===== src/rtl/intersection_sequencer.sv =====
// intersection_sequencer: self-timed traffic-light controller for NUM_ROADS
// approaches served round-robin. Each road's turn runs LEFT (only when a
// left-turn request is latched) -> GREEN -> YELLOW -> ALLRED, then the next
// road takes over. Lamps are a Moore decode of the road/phase registers.
// phaseOut and roadOut expose the FSM state directly.
module intersection_sequencer #(
    parameter int NUM_ROADS    = 2,
    parameter int TICK_DIV     = 50000000,
    parameter int GREEN_TICKS  = 20,
    parameter int YELLOW_TICKS = 4,
    parameter int ALLRED_TICKS = 2,
    parameter int LEFT_TICKS   = 8,
    localparam int ROAD_W      = (NUM_ROADS > 1) ? $clog2(NUM_ROADS) : 1
) (
    input  logic                 clk,
    input  logic                 reset,
    input  logic [NUM_ROADS-1:0] leftReq,
    output logic [NUM_ROADS-1:0] greenOut,
    output logic [NUM_ROADS-1:0] redOut,
    output logic [NUM_ROADS-1:0] yellowOut,
    output logic [NUM_ROADS-1:0] leftOut,
    output logic [ROAD_W-1:0]    roadOut,
    output logic [1:0]           phaseOut,
    output logic [NUM_ROADS-1:0] leftPending
);

    // Timer must hold the largest duration minus one; one spare bit on top.
    localparam int MAX_GY  = (GREEN_TICKS > YELLOW_TICKS) ? GREEN_TICKS : YELLOW_TICKS;
    localparam int MAX_AL  = (ALLRED_TICKS > LEFT_TICKS) ? ALLRED_TICKS : LEFT_TICKS;
    localparam int MAX_DUR = (MAX_GY > MAX_AL) ? MAX_GY : MAX_AL;
    localparam int TW      = $clog2(MAX_DUR) + 1;
    localparam int PW      = (TICK_DIV > 1) ? $clog2(TICK_DIV) : 1;

    // Widened by one bit so the range check is meaningful for any NUM_ROADS.
    localparam logic [ROAD_W:0] ROAD_LIMIT = (ROAD_W + 1)'(NUM_ROADS);

    typedef enum logic [1:0] {
        PH_GREEN  = 2'd0,
        PH_YELLOW = 2'd1,
        PH_ALLRED = 2'd2,
        PH_LEFT   = 2'd3
    } phase_t;

    logic [PW-1:0]        presc;
    logic                 tick;
    logic [TW-1:0]        timer, timer_n;
    logic [TW-1:0]        dur_last;
    logic [ROAD_W-1:0]    road, road_n, nr;
    phase_t               phase, phase_n;
    logic                 road_valid;
    logic [NUM_ROADS-1:0] pend_clr;
    logic [NUM_ROADS-1:0] pend_n;

    // With TICK_DIV=1 the counter sits at 0 and tick stays high.
    assign tick       = (presc == PW'(TICK_DIV - 1));
    assign road_valid = ({1'b0, road} < ROAD_LIMIT);
    // Explicit wrap so non-power-of-two road counts are handled.
    assign nr         = (road == ROAD_W'(NUM_ROADS - 1)) ? '0 : road + ROAD_W'(1);

    // Prescaler: free-running 0..TICK_DIV-1 counter producing the timing tick.
    always_ff @(posedge clk or posedge reset) begin
        if (reset) begin
            presc <= '0;
        end else if (tick) begin
            presc <= '0;
        end else begin
            presc <= presc + PW'(1);
        end
    end

    // Last timer value of the current phase (duration minus one).
    always_comb begin
        dur_last = TW'(GREEN_TICKS - 1);
        case (phase)
            PH_GREEN:  dur_last = TW'(GREEN_TICKS - 1);
            PH_YELLOW: dur_last = TW'(YELLOW_TICKS - 1);
            PH_ALLRED: dur_last = TW'(ALLRED_TICKS - 1);
            PH_LEFT:   dur_last = TW'(LEFT_TICKS - 1);
            default:   dur_last = TW'(GREEN_TICKS - 1);
        endcase
    end

    // Next-state logic: dwell timing, phase sequencing and left-request service.
    always_comb begin
        road_n   = road;
        phase_n  = phase;
        timer_n  = timer;
        pend_clr = '0;
        if (!road_valid) begin
            // Recovery from an impossible road index: restart at road 0 green.
            road_n  = '0;
            phase_n = PH_GREEN;
            timer_n = '0;
        end else if (tick) begin
            if (timer == dur_last) begin
                timer_n = '0;
                case (phase)
                    PH_LEFT:   phase_n = PH_GREEN;
                    PH_GREEN:  phase_n = PH_YELLOW;
                    PH_YELLOW: phase_n = PH_ALLRED;
                    PH_ALLRED: begin
                        road_n = nr;
                        // A request arriving this very cycle is served now and
                        // never shows up as pending.
                        if (leftPending[nr] || leftReq[nr]) begin
                            phase_n      = PH_LEFT;
                            pend_clr[nr] = 1'b1;
                        end else begin
                            phase_n = PH_GREEN;
                        end
                    end
                    default: begin
                        road_n  = '0;
                        phase_n = PH_GREEN;
                    end
                endcase
            end else begin
                timer_n = timer + TW'(1);
            end
        end
    end

    // Clear beats set: the road entering LEFT has its request consumed.
    assign pend_n = (leftPending | leftReq) & ~pend_clr;

    // State registers: road, phase, dwell timer and latched left requests.
    always_ff @(posedge clk or posedge reset) begin
        if (reset) begin
            road        <= '0;
            phase       <= PH_GREEN;
            timer       <= '0;
            leftPending <= '0;
        end else begin
            road        <= road_n;
            phase       <= phase_n;
            timer       <= timer_n;
            leftPending <= pend_n;
        end
    end

    // Lamp decode: only the active road shows anything other than red.
    always_comb begin
        greenOut  = '0;
        yellowOut = '0;
        leftOut   = '0;
        redOut    = '1;
        for (int i = 0; i < NUM_ROADS; i++) begin
            if (road_valid && (road == ROAD_W'(i))) begin
                greenOut[i]  = (phase == PH_GREEN);
                yellowOut[i] = (phase == PH_YELLOW);
                leftOut[i]   = (phase == PH_LEFT);
                redOut[i]    = (phase == PH_ALLRED) || (phase == PH_LEFT);
            end
        end
    end

    assign roadOut  = road;
    assign phaseOut = phase;

endmodule


===== config.mk =====
export PLATFORM = sky130hd
export DESIGN_NAME = intersection_sequencer
export DESIGN_NICKNAME = d
export VERILOG_FILES = /design/src/rtl/intersection_sequencer.sv
export SDC_FILE = /design/constraint.sdc
export NUM_CORES = 1
export LEC_CHECK = 0
export BUFFER_PORTS_ARGS = -buffer_cell sky130_fd_sc_hd__buf_2
export CAP_MARGIN = 20
export CORE_UTILIZATION = 55
export DETAILED_ROUTE_END_ITERATION = 8
export PLACE_DENSITY = 0.78
export SLEW_MARGIN = 20
export SYNTH_ARGS = -nofsm -noshare
export SYNTH_HDL_FRONTEND = slang
export SYNTH_SLANG_ARGS = --single-unit
export TNS_END_PERCENT = 5

===== constraint.sdc =====
create_clock -name clk -period 5.63 [get_ports clk]
set_input_delay 0 -clock clk [delete_from_list [all_inputs] [get_ports clk]]
set_output_delay 0 -clock clk [all_outputs]
set_load 0.1 [all_outputs]

==> metrics.cfg, run 1 <==
[clocking]
clk-insertion-delay-late_ns=0.34
post_cts_buffers=0
cts_tree=done
cts_root_buffer=clkbuf_4
clkTransAtPathRegs_ns=0.11
cts_buffers=5
clk_path_buf_depth=2
htree_levels=2
cts.sinks=37

[timing]
fin_crit_ns=2.42
fmax_ghz=0.413
fin_crit_sh_pct=43.0
rsz0062_at_grt=false
whs_ns=0.313
setup_tns_ns=0
setup_ws_ns=3.21
setup_viol=0
slew_headroom_pct=51.2
hold_violations=0
worstMarginPinSlew_ns=0.727
drv_slew=0
finalClockSkew_ns=0.00604

[global_routing]
grt_pass1_wl_mm=6.15
grt_max_degree=38
grtUsageTotal_pct=22.5
grt_overflow_total=0
grt_pass1_vias=1368
antenna_found_initial=0

[power_and_ir_drop]
power.switching_mw=0.0934
total_power_mw=0.468
power.share.clock_pct=41.5
seqPwrFrac_pct=56.8
p_int_mw=0.374
p_sw_share_pct=20.0
power.density_nw_per_um2=212
p_leak_nw=0.936
combinationalPowerShare_pct=1.7
vdd_drop_max_mv=0.156

[yosys]
synth_edf_count=0
ys_ff_latch=37
netlist_area_um2=1980
ys.flop_type=dfrtp_1
synth_nets=200
avgSynthCellArea_um2=10.2
yosysWarnings=0
async_reset_ff_share_pct=100
synth.distinct_cells=43
netlist_instances=194
ys_seq_area_share_pct=46.9

[floorplanning]
die_h_um=61.9
num_rows=21
dieArea_um2=3840
die_w_um=61.9
start_util_pct=58.3
core_area_um2=3390
io_pins=17

[critical_path]
reg2reg_from=presc[0]
cp-start-kind=register
critical_path_class=register to register
critPathArrivalTime_ns=2.65
r2r-end=timer[4]
end_kind=register
r2r_setup_slack_ns=3.21
cp.required_ns=5.86
cp_max_fo=13
reg2reg_depth=7

[place]
dpl.hpwl_mm=2.74
io_buffers=16
gp_congestion=0.788
dpl.cell_count=250
place_area_um2=2080
pre_cts_ws_ns=3.10

[finish]
final_util_pct=65.2
nets=221
final.fill_count=269
syn_to_final_growth_pct=11.8
fin_cells=262
drive_gt1_share_pct=20.4
antenna_cells=0
fin_area_um2=2210

[flow_run]
maxCapViolCount=0

[drt]
drc=0
vias=1471
first_pass_iters=4
first_iter_violations=70
vias_per_cell=5.61
ant_nets=0
wirelength_mm=3.90
post_drt_wl_per_cell_um=14.9

[outcome]
outcome=finished, final reports clean

[hold_path]
hold_class=primary input to asynchronous set/reset pin

## worst max path at each step
stage                  endpoint  cells past startpoint  slack, ns     start
floorplan           greenOut[1]                      2       2.29   roadOut
global placement       timer[4]                      6       3.24  presc[0]
detailed placement     timer[4]                      6       3.10  presc[0]
CTS                    timer[4]                      6       3.07  presc[0]
global route           timer[4]                      7       3.01  presc[0]
finish                 timer[4]                      7       3.21  presc[0]
## metal layers
layer  routed length (um)  vias up  track usage (%)
li1                     -      723                -
met1                 1710      712             28.2
met2                 1970       25             35.6
met3                  120       11             6.63
met4                   96        0             11.1
met5                    0        -                0
## sequential cells by signal, summed over array words and instances, names as in the netlist
register / count
leftPending: 2
phaseOut: 2
presc: 26
roadOut: 1
timer: 6
## cell families after synthesis
logic type / Yosys count / share of synthesized area [%]
adder cells (fa/ha/maj): 2 / 1.27
AO/OA/AOI/OAI: 16 / 5.07
XOR/XNOR: 27 / 12.0
multiplexers: 3 / 1.65
buffers and inverters: 15 / 3.48
flip-flops: 37 / 46.9
AND/OR/NAND/NOR: 94 / 29.7
## synthesized netlist by cell type (all sizes together), types with 2 or more instances
cell type	count	area share (%)
or4	3	1.5
a21oi	4	1.0
nand3	16	4.1
mux2	2	1.1
nor2	27	5.1
clkbuf	4	0.76
a21boi	2	0.76
nor4	5	2.7
and3	4	1.3
dfrtp	37	47
o21ai	6	1.5
nor3	6	3.1
o31ai	3	1.1
nand2	5	0.95
ha	2	1.3
xnor2	18	8.0
or3	2	0.63
buf	3	1.2
nand4	12	4.4
xor2	9	4.0
inv	8	1.5
and4	4	1.8
and2	2	0.63
or2	2	0.63
## power groups by stage
stage               Sequential, mW  Clock (mW)  Combinational [mW]
global route                 0.266       0.207             0.00967
CTS                          0.266       0.196             0.00846
detailed placement           0.271           0             0.00679
global placement             0.271           0             0.00658
floorplan                    0.271           0             0.00392
finish                       0.266       0.194             0.00811
## placed cells by master (no fill, tap or decap), types with 2 or more instances in the layout
master / count
a21boi_0: 2
a21oi_1: 4
and2_1: 2
and3_1: 3
and4_1: 3
buf_2: 16
clkbuf_4: 5
dfrtp_1: 37
dlygate4sd3_1: 3
ha_1: 2
inv_1: 8
mux2_2: 2
nand2_1: 5
nand3_1: 16
nand4_1: 10
nand4_2: 2
nor2_1: 27
nor3_2: 4
nor4_1: 3
o21ai_0: 3
o21ai_1: 3
o31ai_1: 3
or2_2: 2
or3_1: 2
or4_4: 2
xnor2_1: 18
xor2_1: 9
## area by class of cell
cell class | count | area, um2 | share of cell area [%]
timing repair buffer | 21 | 129 | 5.84
tap | 46 | 57.6 | 2.61
inverter | 8 | 30.0 | 1.36
multi-input combinational | 142 | 981 | 44.4
sequential | 37 | 926 | 41.9
clock inverter | 1 | 30.0 | 1.36
clock buffer | 7 | 55.1 | 2.49
## critical path: stages, from the launching register on
cell      delay, ns
dfrtp_1        0.41
ha_1           0.24
and4_1         0.27
nand2_1        0.16
nor4_4         0.71
buf_6          0.23
a21boi_0       0.19
mux2i_1        0.09
## what timing repair did
action                     CTS  global route
resized for setup            0             0
hold buffers                 3             0
setup endpoints to repair    0             0
hold endpoints to repair    39             0
(Power assumes the default switching activity.)
==> run 2: changes to the inputs <==
CORE_UTILIZATION = 53   (was 55)
PLACE_DENSITY = 0.79   (was 0.78)
clock period = 2.2 ns   (was 5.63 ns; I/O delays follow)
==> run 2 against run 1 <==
Compared with the run above: cell count is 0.38% higher; design area grew 1.2%; utilization down 0.20 points; first-iteration DRC count grew 110%; clock skew is essentially flat; setup slack worse by 3.1 ns; via count increased by 0.95%; register-to-register slack worse by 3.1 ns; global-route usage shrank 0.33 points; non-clock buffer count grew 1; count of clock-buffer cells in the layout grew 1; largest power group unchanged.
==> metrics.cfg, run 2 (synthesis gave the netlist of run 1 again) <==
[timing]
setup_tns_ns=0  ; unchanged
drv_slew=0  ; unchanged
worstMarginPinSlew_ns=0.613  ; -0.114 ns
whs_ns=0.378  ; +0.0648 ns
fmax_ghz=0.483  ; +17%
rsz0062_at_grt=false
slew_headroom_pct=58.8  ; +7.6 points
fin_crit_sh_pct=94.2  ; +51 points
finalClockSkew_ns=0.00583  ; -0.000214 ns
fin_crit_ns=2.07  ; -0.348 ns
hold_violations=0  ; unchanged
setup_viol=0  ; unchanged

[critical_path]
worst_path_most_repeated_cell=o31ai_1
path_delay_family=simple AND/OR/NAND/NOR gates
worstPathCellList=ha_1 -> and4_1 -> nand4_1 -> or4_4 -> o31ai_1 -> o31ai_1
critical_path_class=register to register
cp-start-kind=register
cp.required_ns=2.37  ; -3.49 ns
cp_num_buf_inv=0  ; -1
critPathArrivalTime_ns=2.24  ; -0.41 ns
slowest_stage=or4_4
cpPeakStageDelay_ns=0.60  ; -0.11 ns
end_kind=register
cp_max_fo=4  ; -9

[floorplanning]
start_util_pct=57.4  ; -0.89 points
die_w_um=63.1  ; +1.8%
dieArea_um2=3980  ; +3.6%
die_h_um=63.1  ; +1.8%
io_pins=17  ; unchanged
core_area_um2=3440  ; +1.6%
num_rows=21  ; unchanged

[finish]
multi_input_area_um2=1010  ; +2.9%
largest_reg_flops=26  ; unchanged
syn_to_final_growth_pct=13.2
final.fill_count=265  ; -1.5%
ff_latch_area_um2=926  ; unchanged
nets=222  ; +0.45%
reg_top3=presc x26, timer x6
layout.cells.most_common=dfrtp_1
antenna_cells=0  ; unchanged
layout_common_cells=37 x dfrtp_1, 23 x nor2_1, 18 x xnor2_1
top_register=presc
drive_gt1_share_pct=22.6  ; +2.2 points

[drt]
ant_nets=0  ; unchanged
maxUsedRoutingLayer=met4
post_drt_wl_per_cell_um=14.3  ; -4.0%
vias_per_cell=5.65  ; +0.57%
dr_wl_met2_mm=1.86  ; -5.6%
drt-met1-wl_mm=1.67  ; -2.5%
vias=1485  ; +0.95%
drc=0  ; unchanged
wl_met3_um=150  ; +25%
first_iter_violations=147  ; +110%
wirelength_mm=3.76  ; -3.6%
first_pass_iters=4  ; unchanged

[power_and_ir_drop]
vdd_drop_max_mv=0.462  ; +200%
p_leak_nw=0.935  ; about the same
p_sw_share_pct=20.6  ; +0.67 points
p_int_mw=0.912  ; +140%
seqPwrFrac_pct=59.2  ; +2.4 points
combinationalPowerShare_pct=1.8  ; about the same
total_power_mw=1.15  ; +150%
power.switching_mw=0.237  ; +150%
power.density_nw_per_um2=514  ; +140%
power.share.clock_pct=38.9  ; -2.6 points

[clocking]
clk_path_buf_depth=2  ; unchanged
clk-insertion-delay-late_ns=0.29  ; -0.05 ns
clkTransAtPathRegs_ns=0.07  ; -0.04 ns
cts_root_buffer=clkbuf_8
cts_buffers=5  ; unchanged
htree_levels=2  ; unchanged
cts_tree=done
post_cts_buffers=0  ; unchanged
cts.sinks=37  ; unchanged

[global_routing]
grtUsageTotal_pct=22.2  ; -0.33 points
antenna_found_initial=0  ; unchanged
grt_pass1_vias=1507  ; +10%
grt_pass1_wl_mm=6.80  ; +10%
grt_max_degree=38  ; unchanged
grt_overflow_total=0  ; unchanged

[place]
dpl.hpwl_mm=2.70  ; -1.4%
gp_congestion=0.844  ; +7.0%
io_buffers=16  ; unchanged

[hold_path]
hold_class=primary input to asynchronous set/reset pin

[flow_run]
maxCapViolCount=0  ; unchanged

[outcome]
outcome=finished, final reports clean

## run 2: timing repair
action	CTS	global route
endpoints found under the setup margin	0	2
endpoints found under the hold margin	39	0
resized for setup	0	1
hold buffers	3	0
## run 2: path summary, 6_finish.rpt
kind	from	end	slack, ns	depth (start not counted)
min in group clk	presc[0]	presc[0]	0.48	1
setup / recovery	presc[0]	phaseOut[1]	0.13	6
setup reg to reg	presc[0]	phaseOut[1]	0.13	6
hold reg to reg	presc[0]	presc[0]	0.48	1
max in group asynchronous	reset	presc[7]	1.49	4
hold / removal	reset	presc[8]	0.38	4
## run 2: worst register-to-register path, stage by stage (launching register included)
cell and delay (ns):
dfrtp_1 0.39, ha_1 0.23, and4_1 0.27, nand4_1 0.12
or4_4 0.60, o31ai_1 0.25, o31ai_1 0.10
## run 2: per-stage QoR
stage | cell area [um2] | instances | setup slack [ns] | util [%]
after floorplan | 2000 | 194 | -0.228 | -
after global placement | 2120 | 252 | 0.188 | 61.6
after detailed placement | 2120 | 252 | 0.131 | 61.6
after CTS | 2230 | 263 | 0.116 | 64.8
after global routing | 2240 | 263 | 0.0189 | 65.0
final | 2240 | 263 | 0.128 | 65.0
## run 2: cell type report
class	count	area share (%)
multi-input cells	142	45.2
clock buffers	8	3.58
repair buffers	22	5.93
flip-flops and latches	37	41.4
inverters	8	1.34
well taps	46	2.57
## run 2: power by group through the flow
stage               Clock (mW)  Combinational, mW  Sequential [mW]
floorplan                    0             0.0100            0.693
global route             0.492             0.0253            0.679
detailed placement           0             0.0179            0.693
global placement             0             0.0170            0.693
finish                   0.447             0.0212            0.680
CTS                      0.457             0.0217            0.680
## run 2: layer usage
layer,up-vias,GRT usage [%]
met5,-,0
met2,26,35.2
met4,0,9.01
met1,722,27.5
li1,729,-
met3,8,7.61
==> run 3: changes to the inputs <==
CORE_MARGIN = 5   (was unset)
==> run 3 against run 2 <==
Compared with the run above: critical path depth unchanged; setup slack worse by 0.00072 ns; non-clock buffer count up 1; clock power down 1%; critical endpoint unchanged.
==> metrics.cfg, run 3 (synthesis gave the netlist of run 1 again) <==
[clocking]
cts_tree=done
htree_levels=2  ; unchanged
post_cts_buffers=0  ; unchanged
cts_buffers=5  ; unchanged
cts_root_buffer=clkbuf_8
clk_path_buf_depth=2  ; unchanged
clkTransAtPathRegs_ns=0.07  ; about the same
clk-insertion-delay-late_ns=0.28  ; about the same
cts.sinks=37  ; unchanged

[drt]
wirelength_mm=3.55  ; -5.7%
post_drt_wl_per_cell_um=13.3  ; -6.8%
ant_nets=0  ; unchanged
first_pass_iters=4  ; unchanged
first_iter_violations=76  ; -48%
vias_per_cell=5.52  ; -2.2%
vias=1469  ; -1.1%
drc=0  ; unchanged

[finish]
antenna_cells=0  ; unchanged
reg_top3=presc x26, timer x6
layout.cells.most_common=dfrtp_1
nets=223  ; +0.45%
multi_input_area_um2=1000  ; -0.50%
drive_gt1_share_pct=22.9  ; +0.36 points
final.fill_count=314  ; +18%
syn_to_final_growth_pct=13.4
ff_latch_area_um2=926  ; unchanged
fin_area_um2=2240  ; +0.22%
top_register=presc
largest_reg_flops=26  ; unchanged
layout_common_cells=37 x dfrtp_1, 23 x nor2_1, 18 x xnor2_1

[global_routing]
grt_pass1_wl_mm=6.44  ; -5.2%
grt_pass1_vias=1443  ; -4.2%
grtUsageTotal_pct=15.8  ; -6.4 points
grt_max_degree=38  ; unchanged
antenna_found_initial=0  ; unchanged
grt_overflow_total=0  ; unchanged

[floorplanning]
die_h_um=71.1  ; +13%
num_rows=22  ; +4.8%
die_w_um=71.1  ; +13%
dieArea_um2=5050  ; +27%
core_area_um2=3630  ; +5.6%
start_util_pct=54.4  ; -3.0 points
io_pins=17  ; unchanged

[power_and_ir_drop]
vdd_drop_max_mv=0.436  ; -5.4%
power.density_nw_per_um2=510  ; -0.81%
p_leak_nw=0.940  ; +0.58%

[timing]
fin_crit_sh_pct=94.2  ; about the same
rsz0062_at_grt=false
setup_viol=0  ; unchanged
fin_crit_ns=2.07  ; +0.000718 ns
slew_headroom_pct=65.9  ; +7.1 points
drv_slew=0  ; unchanged
finalClockSkew_ns=0.00720  ; +0.00137 ns
hold_violations=0  ; unchanged
whs_ns=0.370  ; -0.00730 ns
fmax_ghz=0.483  ; about the same
worstMarginPinSlew_ns=0.507  ; -0.105 ns

[place]
gp_congestion=0.899  ; +6.5%
io_buffers=16  ; unchanged
dpl.hpwl_mm=2.55  ; -5.6%
place_area_um2=2130  ; +0.47%

[critical_path]
reg2reg_depth=6  ; unchanged
worstPathCellList=ha_1 -> and4_2 -> nand4_1 -> or4_4 -> o31ai_1 -> o31ai_1
cp_max_fo=4  ; unchanged
r2r_setup_slack_ns=0.13  ; about the same
worst_path_most_repeated_cell=o31ai_1
critPathArrivalTime_ns=2.23  ; about the same
cp.required_ns=2.36  ; about the same
cpPeakStageDelay_ns=0.59  ; about the same
slowest_stage=or4_4
critical_path_class=register to register
end_kind=register
cp-start-kind=register

[outcome]
outcome=finished, final reports clean

[hold_path]
hold_class=primary input to asynchronous set/reset pin

[flow_run]
maxCapViolCount=0  ; unchanged

## run 3: cell count changes in the layout (fill, tap and decap cells not counted)
| cell | change |
|---|---|
| and4_1 | -1 |
| and4_2 | +1 |
| buf_4 | +1 |
| nor4_1 | +1 |
| nor4_2 | -1 |
## run 3: stage by stage
step	setup WS (ns)	setup TNS, ns	power, mW	cells	util (%)
floorplan	-0.228	-1.49	0.703	194	-
global placement	0.196	0	0.710	255	58.6
detailed placement	0.138	0	0.711	255	58.6
CTS	0.114	0	1.16	266	61.6
global route	0.00509	0	1.19	266	61.7
finish	0.128	0	1.14	266	61.7
## run 3: final timing paths
kind	from	end
setup / recovery	presc[0]	phaseOut[1]
hold / removal	reset	timer[2]
setup reg to reg	presc[0]	phaseOut[1]
hold reg to reg	presc[0]	presc[0]
max in group asynchronous	reset	presc[22]
min in group clk	presc[0]	presc[0]
## run 3: area by class of cell
| class | instances | share of cell area (%) |
|---|---|---|
| Tap cell | 48 | 2.68 |
| Multi-Input combinational cell | 142 | 44.8 |
| Clock buffer | 8 | 3.57 |
| Sequential cell | 37 | 41.3 |
| Inverter | 8 | 1.34 |
| Timing Repair Buffer | 23 | 6.25 |
## run 3: layer usage
metal	track usage [%]	share of wire, %	up-vias
met1	21.3	46	706
li1	-	-	733
met2	25.1	48	24
met4	5.64	1.6	0
met3	3.41	3.7	6
met5	0	0	-
## run 3: what timing repair did
item                                    4_1_cts  5_1_grt
hold buffers                                  3        0
resized for setup                             0        1
endpoints found under the hold margin        39        0
endpoints found under the setup margin        0        1
## run 3: report_power, final
part	switching [mW]	internal (mW)	total, mW
Sequential	0.0000000000000000411	0.680	0.680
Combinational	0.0142	0.00666	0.0209
Clock	0.216	0.225	0.441
Total	0.230	0.912	1.14
## run 3: worst max-delay path: cells and delay by family (launching register included)
kind | cells | cell delay [ns]
compound gates | 2 | 0.36
simple gates | 3 | 0.96
fa+ha+maj | 1 | 0.23
flops | 1 | 0.39
